--- src/rtl/bram_fifo_ctrl.sv ---
// bram_fifo_ctrl
//   First-word-fall-through FIFO controller in front of dual_port_bram.
//   RAM port A is the write port and port B the read port. A 2-entry output
//   buffer hides the RAM's one-cycle registered read latency, so both the
//   write side and the read side can move one word per cycle.
//
// Ports
//   i_CLK, i_RST_N            clock, asynchronous active-low reset
//   i_WR_VALID/i_WR_DATA      upstream word, accepted when o_WR_READY is high
//   o_WR_READY                RAM has a free slot
//   o_RD_VALID/o_RD_DATA      head word, consumed when i_RD_READY is high
//   i_RD_READY                downstream accepts the head word
//   o_COUNT                   words accepted and not yet delivered (0..DEPTH+2)
//   o_BRAM_*_A                RAM port A write strobe/address/data
//   o_BRAM_*_B, i_BRAM_*_B    RAM port B read strobe/address and returned data
//   o_ALMOST_FULL             registered (o_COUNT >= ALMOST_FULL_LEVEL); exists
//                             only when BRAM_FIFO_CTRL_ALMOST_FULL_EN is defined
module bram_fifo_ctrl #(
  parameter int DATA_WIDTH = 8,
  parameter int ADDR_WIDTH = 4
`ifdef BRAM_FIFO_CTRL_ALMOST_FULL_EN
  , parameter int ALMOST_FULL_LEVEL = 12
`endif
) (
  input  logic                  i_CLK,
  input  logic                  i_RST_N,
  input  logic                  i_WR_VALID,
  input  logic [DATA_WIDTH-1:0] i_WR_DATA,
  output logic                  o_WR_READY,
  output logic                  o_RD_VALID,
  output logic [DATA_WIDTH-1:0] o_RD_DATA,
  input  logic                  i_RD_READY,
  output logic [ADDR_WIDTH+1:0] o_COUNT,
  output logic                  o_BRAM_WRITE_ENABLE_A,
  output logic [ADDR_WIDTH-1:0] o_BRAM_WRITE_ADDRESS_A,
  output logic [DATA_WIDTH-1:0] o_BRAM_WRITE_DATA_A,
  output logic                  o_BRAM_READ_ENABLE_B,
  output logic [ADDR_WIDTH-1:0] o_BRAM_READ_ADDRESS_B,
  input  logic [DATA_WIDTH-1:0] i_BRAM_READ_DATA_B
`ifdef BRAM_FIFO_CTRL_ALMOST_FULL_EN
  , output logic                o_ALMOST_FULL
`endif
);

  localparam int CW = ADDR_WIDTH + 2;
  localparam logic [ADDR_WIDTH:0] DEPTH_C = (ADDR_WIDTH+1)'(2**ADDR_WIDTH);

  logic [ADDR_WIDTH-1:0] wp, rp;
  logic [ADDR_WIDTH:0]   ram_cnt, ram_cnt_n;
  logic                  inflight;
  logic [1:0]            ob_cnt, ob_cnt_n;
  logic                  ob_head;
  logic                  ob_tail;
  logic [DATA_WIDTH-1:0] ob_mem [2];

  logic       wr_fire, rd_fire, pop;
  logic [2:0] occ;

  // Ready depends on registered state only; gated so it reads 0 in reset.
  assign o_WR_READY = i_RST_N & (ram_cnt != DEPTH_C);
  assign wr_fire    = i_WR_VALID & o_WR_READY;

  assign o_RD_VALID = (ob_cnt != 2'd0);
  assign o_RD_DATA  = ob_mem[ob_head];
  assign pop        = o_RD_VALID & i_RD_READY;

  // Buffer occupancy after this cycle's pop, counting the word still in the RAM
  // pipeline; issue only while that leaves room for the word being requested.
  assign occ     = {1'b0, ob_cnt} + {2'b00, inflight} - {2'b00, pop};
  assign rd_fire = i_RST_N & (ram_cnt != '0) & (occ < 3'd2);

  // Tail slot is head when empty, the other slot when one word is held.
  assign ob_tail = ob_head ^ ob_cnt[0];

  assign o_BRAM_WRITE_ENABLE_A  = wr_fire;
  assign o_BRAM_WRITE_ADDRESS_A = wp;
  assign o_BRAM_WRITE_DATA_A    = i_WR_DATA;
  assign o_BRAM_READ_ENABLE_B   = rd_fire;
  assign o_BRAM_READ_ADDRESS_B  = rp;

  assign o_COUNT = CW'(ram_cnt) + CW'(inflight) + CW'(ob_cnt);

  always_comb begin
    ram_cnt_n = ram_cnt + (ADDR_WIDTH+1)'(wr_fire) - (ADDR_WIDTH+1)'(rd_fire);
    ob_cnt_n  = ob_cnt + 2'(inflight) - 2'(pop);
  end

  always_ff @(posedge i_CLK or negedge i_RST_N) begin
    if (!i_RST_N) begin
      wp        <= '0;
      rp        <= '0;
      ram_cnt   <= '0;
      inflight  <= 1'b0;
      ob_cnt    <= '0;
      ob_head   <= 1'b0;
      ob_mem[0] <= '0;
      ob_mem[1] <= '0;
    end else begin
      wp       <= wp + ADDR_WIDTH'(wr_fire);
      rp       <= rp + ADDR_WIDTH'(rd_fire);
      ram_cnt  <= ram_cnt_n;
      inflight <= rd_fire;
      ob_cnt   <= ob_cnt_n;
      if (inflight) ob_mem[ob_tail] <= i_BRAM_READ_DATA_B;
      if (pop)      ob_head         <= ~ob_head;
    end
  end

`ifdef BRAM_FIFO_CTRL_ALMOST_FULL_EN
  logic [CW-1:0] count_n;
  assign count_n = CW'(ram_cnt_n) + CW'(rd_fire) + CW'(ob_cnt_n);

  // Registered from the next-state count so it matches o_COUNT after each edge.
  always_ff @(posedge i_CLK or negedge i_RST_N) begin
    if (!i_RST_N) o_ALMOST_FULL <= 1'b0;
    else          o_ALMOST_FULL <= (count_n >= CW'(ALMOST_FULL_LEVEL));
  end
`endif

endmodule

--- config.mk ---
export PLATFORM = sky130hd
export DESIGN_NAME = bram_fifo_ctrl
export DESIGN_NICKNAME = d
export VERILOG_FILES = /design/src/rtl/bram_fifo_ctrl.sv
export SDC_FILE = /design/constraint.sdc
export NUM_CORES = 1
export LEC_CHECK = 0
export ABC_AREA = 1
export BUFFER_PORTS_ARGS = -buffer_cell sky130_fd_sc_hd__buf_2
export CORE_AREA = 4 4 56 79
export CTS_CLUSTER_DIAMETER = 50
export DETAILED_ROUTE_END_ITERATION = 8
export DIE_AREA = 0 0 60 83
export GPL_ROUTABILITY_DRIVEN = 1
export GPL_TIMING_DRIVEN = 0
export PLACE_DENSITY = 0.87
export REMOVE_ABC_BUFFERS = 1
export SYNTH_ARGS = -nofsm -noshare
export SYNTH_HDL_FRONTEND = slang
export SYNTH_SLANG_ARGS = --single-unit
--- constraint.sdc ---
create_clock -name i_CLK -period 4.35 [get_ports i_CLK]
set_input_delay 0.6525 -clock i_CLK [delete_from_list [all_inputs] [get_ports i_CLK]]
set_output_delay 0.6525 -clock i_CLK [all_outputs]
set_load 0.05 [all_outputs]
# == Word level (Yosys, flattened, before mapping) ==
# Index checks and enable logic that the tools add are counted.
# totals
in_bits,20
regBits,33
elab_cells,41
# classes
n_lt_le_gt_ge,4
addsub,10
n_eq_ne,1
n_mux,6
bitwise,9
reduce_logical,3
# op_table
cell,n
two-way mux 8 bit,4
bitwise mux 16 bit,1
adder 4 x 1 -> 4 bit,2
demux 8 bit (select 1 bit),1
adder 5 x 1 -> 6 bit,1
adder 6 x 2 -> 6 bit,1
adder 5 x 1 -> 5 bit,1
AND 1 bit,5
"inequality test 5 bit, second input constant",1
nonzero test 5 bit,1
subtractor 5 x 1 -> 5 bit,1
">= comparator 2 bit, second input constant",2
NOT 1 -> 2 bit,2
adder 2 x 1 -> 3 bit,1
"< comparator 3 x 2 -> 1 bit, second input constant",1
subtractor 3 x 1 -> 3 bit,1
adder 2 x 1 -> 2 bit,1
"< comparator 2 x 1 -> 1 bit, second input constant",1
nonzero test 2 bit,1
subtractor 2 x 1 -> 2 bit,1
logical AND 1 bit,1
NOT 1 bit,1
bitwise XOR 1 bit,1

# == Longest topological paths before layout ==
# Gate-level depths: netlist of run 1.
# depth
ltp_word,7
mapped_depth,24

# == Worst setup path before layout of run 1 ==
# Ideal clock, no wire load.
# synth_path
kind,register to register
startpoint,reg ob_cnt[0]
endpoint,reg ram_cnt[4]
path_slack_ns,-0.023
required_time_ns,4.234
t_arrival_ns,4.256
stages_incl_launch_ff,25
path_buffers,0
path_cell_list,dfrtp_1 > inv_2 > nand2_1 > nand2_1 > inv_1 > ha_1 > inv_1 > ha_1 > inv_1 > fa_1 > nand2_1 > a21oi_1 > nand2_1 > nor2_1 > ha_1 > inv_1 > ha_1 > inv_1 > fa_1 > inv_1 > nand2_1 > nand2_1 > nand2_1 > nand2_1 > nand2_1
# synth_via
elab_chain_cells,6
elab_cells_between_ends,7
# synth_rtl
element,line,source
start: declaration,51,"logic [1:0] ob_cnt, ob_cnt_n;"
start signal: assignment,103,ob_cnt <= ob_cnt_n;
nonzero test 2 bit,63,assign o_RD_VALID = (ob_cnt != 2'd0);
via o_RD_VALID,30,"output logic o_RD_VALID,"
AND 1 bit,65,assign pop = o_RD_VALID & i_RD_READY;
via pop,56,"logic wr_fire, rd_fire, pop;"
subtractor 3 x 1 -> 3 bit,69,"assign occ = {1'b0, ob_cnt} + {2'b00, inflight} - {2'b00, pop};"
< comparator 3 x 2 -> 1 bit,70,assign rd_fire = i_RST_N & (ram_cnt != '0) & (occ < 3'd2);
AND 1 bit,70,
via o_BRAM_READ_ENABLE_B,37,"output logic o_BRAM_READ_ENABLE_B,"
subtractor 5 x 1 -> 5 bit,84,ram_cnt_n = ram_cnt + (ADDR_WIDTH+1)'(wr_fire) - (ADDR_WIDTH+1)'(rd_fire);
via ram_cnt_n[4],49,"logic [ADDR_WIDTH:0] ram_cnt, ram_cnt_n;"
end signal: assignment,101,ram_cnt <= ram_cnt_n;
end: declaration,49,
# The timed path passes the listed nets, and every way through them passes these cells.
# A chain may end at the register's enable or synchronous reset.

# == Final worst setup path of run 1 ==
# layout_path
startpoint,reg ob_cnt[0]
endpoint,reg ram_cnt[4]
# layout_via
elab_chain_cells,6
elab_cells_between_ends,7
# layout_rtl
element,line
nonzero test 2 bit,63
AND 1 bit,65
via pop,56
subtractor 3 x 1 -> 3 bit,69
< comparator 3 x 2 -> 1 bit,70
AND 1 bit,70
subtractor 5 x 1 -> 5 bit,84
via ram_cnt_n[4],49
# The timed path passes the listed nets, and every way through them passes these cells.

==> results of run 1 <==
-- cells in the mapped netlist --
| library cell | instances | area share |
|---|---|---|
| a21boi_0 | 1 | 0.0040 |
| a21oi_1 | 1 | 0.0027 |
| buf_2 | 2 | 0.0053 |
| buf_4 | 9 | 0.036 |
| buf_6 | 1 | 0.0060 |
| dfrtp_1 | 33 | 0.44 |
| fa_1 | 4 | 0.043 |
| ha_1 | 15 | 0.10 |
| inv_1 | 24 | 0.048 |
| inv_2 | 1 | 0.0020 |
| nand2_1 | 83 | 0.17 |
| nand2_2 | 3 | 0.010 |
| nand2_4 | 1 | 0.0060 |
| nand3_1 | 15 | 0.040 |
| nand3_4 | 2 | 0.019 |
| nand4_1 | 8 | 0.027 |
| nor2_1 | 6 | 0.012 |
| or2_2 | 1 | 0.0033 |
| xnor2_1 | 4 | 0.019 |
| xor2_1 | 3 | 0.014 |
-- flip-flops by register name, indices dropped and copies added, names as in the netlist --
register                count
o_BRAM_WRITE_ADDRESS_A      4
o_BRAM_READ_ADDRESS_B       4
ob_mem                     16
ob_head                     1
inflight                    1
ob_cnt                      2
ram_cnt                     5
-- layout make-up --
cell class | count | share of cell area
Clock buffer | 7 | 0.0402
Multi-Input combinational cell | 147 | 0.406
Inverter | 25 | 0.0437
Tap cell | 43 | 0.0251
Timing Repair Buffer | 37 | 0.0862
Sequential cell | 33 | 0.385
Clock inverter | 1 | 0.0140
-- cell families after synthesis --
| logic type | Yosys count |
|---|---|
| flip-flops | 33 |
| buffers and inverters | 37 |
| adder cells (fa/ha/maj) | 19 |
| AND/OR/NAND/NOR | 119 |
| AO/OA/AOI/OAI | 2 |
| XOR/XNOR | 7 |
-- cells in the final DEF, fill, tap and decap left out, types with 3 or more instances in the layout --
cell type / Yosys / final
inv_1: 24 / 24
buf_2: 2 / 37
nand4_1: 8 / 8
nand3_1: 15 / 15
nand2_1: 83 / 83
dfrtp_1: 33 / 33
xnor2_1: 4 / 4
clkbuf_8: 0 / 6
nor2_1: 6 / 6
nand2_2: 3 / 3
fa_1: 4 / 4
ha_1: 15 / 15
xor2_1: 3 / 3
-- per-stage QoR --
stage / setup WS, ps / cell area (µm²)
after floorplan: -25.8 / 1790
after global placement: 608 / 2030
after detailed placement: 541 / 2030
after CTS: 635 / 2150
after global routing: 353 / 2150
final: 686 / 2150
-- worst max-delay path by stage --
stage	end	slack [ps]	cells past startpoint	startpoint
6_report	ram_cnt[4]	690	24	ob_cnt[0]
2_1_floorplan	ram_cnt[4]	-30	24	ob_cnt[0]
3_3_place_gp	ram_cnt[4]	610	23	i_RD_READY
3_5_place_dp	ram_cnt[4]	540	23	i_RD_READY
4_1_cts	ram_cnt[4]	630	24	ob_cnt[0]
5_1_grt	ram_cnt[4]	350	24	ob_cnt[0]
-- routing by layer --
layer | vias up | global-route usage | part of all wire
li1 | 732 | - | -
met1 | 672 | 0.191 | 0.38
met2 | 56 | 0.277 | 0.54
met3 | 7 | 0.0529 | 0.063
met4 | 0 | 0.0786 | 0.017
met5 | - | 0 | 0
==> results.json, run 1 <==
{
  "status": "finished clean",
  "ys_seq_elements": 33,
  "synth_seq_area_share": 0.439,
  "nets": 288,
  "synth_top_family_by_area": "simple AND/OR/NAND/NOR gates",
  "die_h_um": 83,
  "fin_crit_sh": 0.842,
  "io_buffers": 37,
  "crit_type": "register to register",
  "dp.cells": 285,
  "cts_tree": "built",
  "crit_buf_inv": 7,
  "end_kind": "register",
  "fmax_mhz": 273,
  "dr.pass1.iters": 4,
  "r2r_end": "ram_cnt[4]",
  "layout-area-overhead-vs-synth_pct": 14.2,
  "critical-path-slowest-cell": "fa_1",
  "multi_input_area_um2": 872,
  "die-area_um2": 4980,
  "cp_common_cell": "nand2_1",
  "drv_slew": 0,
  "grt_max_degree": 36,
  "cp.arrival_ps": 3840,
  "setup_violations": 0,
  "critPathLaunchType": "register",
  "route.detailed.drc": 0,
  "via_per_inst": 5.01,
  "synthMuxAreaShare": 0,
  "slowest_delay_ps": 500,
  "placementRows": 27,
  "cp.required_ps": 4530,
  "synth_xor_area_frac": 0.0326,
  "drt_iter0_drc": 48,
  "clock-sinks": 33,
  "boundaryPins": 54,
  "antenna_left": 0,
  "clock_path_buffers": 2,
  "final_cells": 293,
  "diodes": 0,
  "hold_violations": 0,
  "r2r-start": "ob_cnt[0]",
  "clk_pin_slew_worst_paths_ps": 70,
  "maxCapViolCount": 0,
  "rsz0062_at_grt": "false",
  "synthSimpleGateAreaFrac": 0.282,
  "ys_types": 20,
  "syn_avg_cell_area_um2": 8.67,
  "start_util": 0.497,
  "hp-class": "input pin to asynchronous set/reset pin",
  "n_fill_cell": 368,
  "post-route-util": 0.567,
  "cts_resized": 0,
  "netlist_instances": 217,
  "core_um2": 3780,
  "clock_latency_ps": 280,
  "grt_pass1_wl_mm": 6.50,
  "regArea_um2": 826,
  "antenna_found_initial": 0,
  "fin_crit_ps": 3660,
  "crit_chain": "inv_2 > nand2_1 > nand2_1 > inv_1 > ha_1 > inv_1 > ha_1 > inv_1 > fa_1 > nand2_1 > a21oi_1 > nand2_1 > nor2_1 > ha_1 > inv_1 > ha_1 > inv_1 > fa_1 > inv_1 > nand2_1 > nand2_1 > nand2_1 > nand2_1 > nand2_1",
  "drive_gt1_frac": 0.208,
  "die_x_um": 60,
  "hpwl_mm": 2.70,
  "slew_headroom": 0.488,
  "gp_congestion": 0.791,
  "netlist_area_um2": 1880,
  "synth_compound_area_frac": 0.00665,
  "worst_slew_pin_slew_ps": 768,
  "cp_max_fo": 5,
  "vias": 1467,
  "wl_per_cell_um": 12.6,
  "critical-path-top-delay-family": "adder cells",
  "whs_ps": 441,
  "wirelength_mm": 3.69,
  "grt.total_usage": 0.168,
  "skew_ps": 3.66,
  "cts_buffers": 5,
  "postCtsSetupRepairBufs": 0,
  "ys_warn_count": 0,
  "ctsHtreeMaxLevel": 2,
  "reg2regPathDepth": 24,
  "grt_overflow": 0,
  "hold_buffers": 0,
  "tns_ps": 0,
  "first_global_vias": 1461,
  "synth-adder-area-share": 0.142,
  "r2r_setup_slack_ps": 690,
  "clock_tree.root_cell": "clkbuf_8"
}
Power of run 1 is left out: the tool's default activity adds up to more than one toggle a clock period on the data nets, which glitch-free logic cannot reach.
==> run 2: changes to the inputs <==
clock period = 3.73 ns   (was 4.35 ns; I/O delays follow)
==> run 2 against run 1 <==
  * Count of clock-buffer cells in the layout unchanged
  * Non-clock buffer count up 4
  * Die area unchanged
  * Routed wire length up 2.8%
  * Via count up 1.4%
  * Register-to-register slack worse by 440 ps
  * Critical endpoint unchanged
  * Highest routed layer unchanged
==> results.json, run 2 (synthesis gave the netlist of run 1 again) <==
{
  "status": "finished clean",
  "post-route-util": 0.579,
  "antenna_left": 0,
  "vias": 1487,
  "placementRows": 27,
  "grt.total_usage": 0.168,
  "hp-class": "input pin to asynchronous set/reset pin",
  "clock_latency_ps": 280,
  "grt_max_degree": 36,
  "regMostFlops": "ob_mem",
  "layout_common_cells": "nand2_1 (83), buf_2 (37), dfrtp_1 (32), inv_1 (24)",
  "r2r-start": "ob_cnt[1]",
  "clock_path_buffers": 2,
  "core_um2": 3780,
  "dr.pass1.iters": 4,
  "antenna_found_initial": 0,
  "whs_ps": 348,
  "die-area_um2": 4980,
  "critPathLaunchType": "register",
  "reg2regPathDepth": 24,
  "maxCapViolCount": 0,
  "start_util": 0.497,
  "slew_headroom": 0.488,
  "timing.final.ws_setup_ps": 250,
  "crit_start": "ob_cnt[1]",
  "nets": 292,
  "fin_crit_sh": 0.933,
  "crit_type": "register to register",
  "boundaryPins": 54,
  "largest_reg_flops": 16,
  "drive_gt1_frac": 0.236,
  "wl_per_cell_um": 12.8,
  "layout_commonest_cell": "nand2_1",
  "ctsHtreeMaxLevel": 2,
  "route.detailed.drc": 0,
  "fin_crit_ps": 3480,
  "cp.arrival_ps": 3660,
  "gp_congestion": 0.791,
  "multi_input_area_um2": 886,
  "top_regs": "ob_mem: 16 flops, ram_cnt: 5 flops",
  "hold_violations": 0,
  "layout-area-overhead-vs-synth_pct": 16.6,
  "n_fill_cell": 366,
  "wirelength_mm": 3.79,
  "cp.required_ps": 3910,
  "grt_pass1_wl_mm": 6.50,
  "worst_slew_pin_slew_ps": 767,
  "r2r_end": "ram_cnt[4]",
  "die_x_um": 60,
  "clk_pin_slew_worst_paths_ps": 70,
  "place_ws_ps": 13.9,
  "tns_ps": 0,
  "cp_max_fo": 4,
  "setup.worst_path.end": "ram_cnt[4]",
  "regArea_um2": 827,
  "cts_tree": "built",
  "clock_tree.root_cell": "clkbuf_8",
  "clock-sinks": 33,
  "hold_buffers": 0,
  "diodes": 0,
  "drt_iter0_drc": 54,
  "cts_buffers": 5,
  "end_kind": "register",
  "setup_violations": 0,
  "fmax_mhz": 287,
  "first_global_vias": 1461,
  "die_h_um": 83,
  "hpwl_mm": 2.70,
  "io_buffers": 37,
  "r2r_setup_slack_ps": 250,
  "skew_ps": 3.11,
  "grt_overflow": 0,
  "drv_slew": 0,
  "via_per_inst": 5.01
}
[run 2: changes by cell type in the layout (fill, tap and decap cells not counted)]
cell | previous run | this run
buf_4 | 0 | 4
dfrtp_1 | 33 | 32
fa_1 | 4 | 3
a21oi_2 | 0 | 1
nor2_4 | 0 | 1
nor2_1 | 6 | 5
a21oi_1 | 1 | 0
fa_2 | 0 | 1
dfrtp_2 | 0 | 1
[run 2: cell type report]
type                            count  area share
Timing Repair Buffer               41      0.0982
Sequential cell                    33       0.377
Clock buffer                        7      0.0394
Clock inverter                      1      0.0137
Tap cell                           43      0.0245
Inverter                           25      0.0428
Multi-Input combinational cell    147       0.404
[run 2: what timing repair did]
item	CTS	global route
buffers inserted	0	4
endpoints found under the setup margin	0	2
resized for setup	0	5
[run 2: critical path, cell delays in order (launching register included)]
cell	delay, ps
dfrtp_2	430
inv_1	90
nand2_1	80
nand2_1	80
inv_1	50
ha_1	270
inv_1	60
ha_1	130
inv_1	50
fa_1	500
nand2_1	80
a21oi_2	150
nand2_1	100
nor2_4	130
ha_1	240
inv_1	60
ha_1	150
inv_1	60
fa_2	350
inv_1	60
nand2_1	40
nand2_1	70
nand2_1	50
nand2_1	50
nand2_1	40
[run 2: metrics by stage]
stage                     instance area (µm²)  cells
after floorplan                          1790    205
after global placement                   2030    285
after detailed placement                 2030    285
after CTS                                2150    293
after global routing                     2190    297
final                                    2190    297
[run 2: per-layer routing]
layer / track usage / part of all wire / vias up
li1: - / - / 739
met1: 0.191 / 0.39 / 686
met4: 0.0786 / 0.020 / 0
met2: 0.277 / 0.53 / 54
met3: 0.0529 / 0.055 / 8
met5: 0 / 0 / -
[run 2: worst min path at each step]
stage                     slack (ps)                        to  depth (start not counted)                     start
after floorplan                  260                  inflight                          0                   i_RST_N
after global placement           450                ob_mem[15]                          2                ob_mem[15]
after detailed placement         460  o_BRAM_READ_ADDRESS_B[3]                          1  o_BRAM_READ_ADDRESS_B[3]
after CTS                        370                 ob_mem[6]                          1                   i_RST_N
after global routing             400                 ob_mem[6]                          1                   i_RST_N
final                            350                 ob_mem[0]                          1                   i_RST_N
Power of run 2 is left out for the same reason.
==> run 3: changes to the inputs <==
ABC_AREA = not set   (was 1)
CORE_AREA = 4 4 56 78   (was 4 4 56 79)
DIE_AREA = 0 0 60 82   (was 0 0 60 83)
PLACE_DENSITY = 0.85   (was 0.87)
==> run 3 against run 2 <==
  * Critical endpoint unchanged
  * Synthesized cell count is 37% lower
  * Sequential share of layout area up 1.3 points
  * Flip-flop and latch count unchanged
  * Core utilization is 0.27 points higher
  * Maximum frequency down 0.61%
  * First-iteration DRC count shrank 57%
  * Die area fell by 1.2%
  * Highest routed layer unchanged
  * Global-route usage decreased by 2.2 points
  * Cell count fell by 27%
  * Clock skew is 1.7 ps higher
  * Via count fell by 27%
==> results.json, run 3 <==
{
  "wirelength_mm": 3.09,
  "end_kind": "register",
  "cts_tree": "built",
  "r2r-start": "ob_cnt[1]",
  "grt_use_met1": 0.149,
  "r2r_end": "ram_cnt[4]",
  "cp.required_ps": 3930,
  "cp_common_cell": "inv_1",
  "grt.total_usage": 0.146,
  "largest_reg_flops": 16,
  "crit_start": "ob_cnt[1]",
  "crit_chain": "or2_4 > and2_4 > ha_1 > inv_1 > ha_1 > inv_1 > fa_1 > inv_2 > nor4_4 > ha_1 > inv_1 > ha_2 > inv_1 > fa_2 > nand2b_4 > a21oi_2 > xnor2_1",
  "grt_pass1_wl_mm": 5.24,
  "grt_max_degree": 35,
  "cts_buffers": 5,
  "r2r_setup_slack_ps": 230,
  "clock_latency_ps": 280,
  "place_ws_ps": -442,
  "regMostFlops": "ob_mem",
  "antenna_found_initial": 0,
  "first_global_vias": 1177,
  "synth_ff_type": "dfrtp_1",
  "grt_overflow": 0,
  "synth_seq_area_share": 0.462,
  "critical-path-slowest-cell": "fa_1",
  "slowest_delay_ps": 490,
  "synth.area.top_cells": "dfrtp_1 (46%), ha_1 (11%), mux2_2 (10%)",
  "synth_most_common_cell": "dfrtp_1",
  "die-area_um2": 4920,
  "boundaryPins": 54,
  "path_depth": 17,
  "dr.pass1.iters": 2,
  "synth_common_cells": "dfrtp_1 (33), inv_1 (17), mux2_2 (16), ha_1 (15)",
  "yosys.area.top_type": "dfrtp_1",
  "fmax_mhz": 286,
  "layout_commonest_cell": "buf_2",
  "hp-class": "input pin to asynchronous set/reset pin",
  "die_x_um": 60,
  "top_regs": "ob_mem: 16 flops, ram_cnt: 5 flops",
  "io_buffers": 37,
  "critPathLaunchType": "register",
  "layout-area-overhead-vs-synth_pct": 18.7,
  "vias": 1092,
  "diodes": 0,
  "setup.worst_path.end": "ram_cnt[4]",
  "worst_slew_pin_slew_ps": 731,
  "clock_tree.root_cell": "clkbuf_8",
  "start_util": 0.490,
  "tns_ps": 0,
  "met3_usage": 0.0629,
  "drt_iter0_drc": 23,
  "dpl-instance-area_um2": 1940,
  "hpwl_mm": 2.24,
  "crit_buf_inv": 5,
  "layout_common_cells": "buf_2 (37), dfrtp_1 (32), inv_1 (16), mux2_2 (16), ha_1 (14)",
  "drv_slew": 0,
  "maxCapViolCount": 0,
  "hold_violations": 0,
  "ctsHtreeMaxLevel": 2,
  "synth_top_area_frac": 0.462,
  "skew_ps": 4.86,
  "netlist_instances": 136,
  "route.detailed.drc": 0,
  "hold_buffers": 0,
  "rsz0062_at_grt": "false",
  "ys_warn_count": 0,
  "clk_pin_slew_worst_paths_ps": 60,
  "clock-sinks": 33,
  "clock_path_buffers": 2,
  "met2_usage": 0.250,
  "slew_headroom": 0.513,
  "ys_seq_elements": 33,
  "die_h_um": 82,
  "synth_edf_count": 0,
  "grt_busiest_layer": "met2",
  "ys_types": 26,
  "critical-path-top-delay-family": "adder cells",
  "fin_area_um2": 2120,
  "cp_max_fo": 2,
  "antenna_left": 0,
  "crit_type": "register to register",
  "cp.arrival_ps": 3700,
  "async_flop_share": 1.00,
  "fin_crit_sh": 0.939,
  "gp_congestion": 0.830,
  "whs_ps": 336,
  "nets": 214,
  "via_per_inst": 5.03,
  "placementRows": 26,
  "drive_gt1_frac": 0.486,
  "syn_avg_cell_area_um2": 13.1,
  "reg2regPathDepth": 17,
  "netlist_area_um2": 1790,
  "setup_violations": 0,
  "status": "finished clean",
  "core_um2": 3640,
  "fin_crit_ps": 3500,
  "timing.final.ws_setup_ps": 228,
  "wl_per_cell_um": 14.2
}
-- run 3: what timing repair did --
action,in CTS,in global routing
endpoints found under the hold margin,0,0
gates resized for setup,3,7
endpoints found under the setup margin,5,2
setup buffers,3,2
pin swaps,1,3
cloned,0,0
-- run 3: through the flow --
stage          instances   util
2_1_floorplan        126      -
4_1_cts              215  0.572
5_1_grt              217  0.582
3_5_place_dp         205  0.533
3_3_place_gp         205  0.533
6_report             217  0.582
-- run 3: logic make-up (layout without fill, tap and decap cells) --
kind of cell	after synthesis	in the layout	synth area share
compound gates	5	5	0.0175
xor+xnor	13	13	0.0679
mux	24	24	0.168
fa+ha+maj	19	19	0.150
buf+inv	27	66	0.0819
flops	33	33	0.462
simple gates	15	15	0.0525
-- run 3: worst min-delay path by stage --
stage / cells after the start / to / startpoint / slack [ps]
after global placement: 1 / o_BRAM_WRITE_ADDRESS_A[3] / o_BRAM_WRITE_ADDRESS_A[3] / 460
after CTS: 1 / ob_mem[3] / i_RST_N / 350
after detailed placement: 1 / o_BRAM_WRITE_ADDRESS_A[3] / o_BRAM_WRITE_ADDRESS_A[3] / 460
final: 1 / ob_mem[11] / i_RST_N / 340
after global routing: 1 / ob_mem[11] / i_RST_N / 380
after floorplan: 0 / inflight / i_RST_N / 260
-- run 3: final cells by class --
type / instances / area (µm²)
Inverter: 17 / 63.8
Tap cell: 42 / 52.6
Multi-Input combinational cell: 76 / 851
Timing Repair Buffer: 42 / 223
Sequential cell: 33 / 827
Clock buffer: 5 / 68.8
Clock inverter: 2 / 35.0
Fill cell: 317 / 1520
-- run 3: per-layer routing --
layer | wire, µm | share of wire
met1 | 1120 | 0.36
met2 | 1630 | 0.53
met3 | 256 | 0.083
met4 | 83 | 0.027
met5 | 0 | 0
Power of run 3 is left out for the same reason.
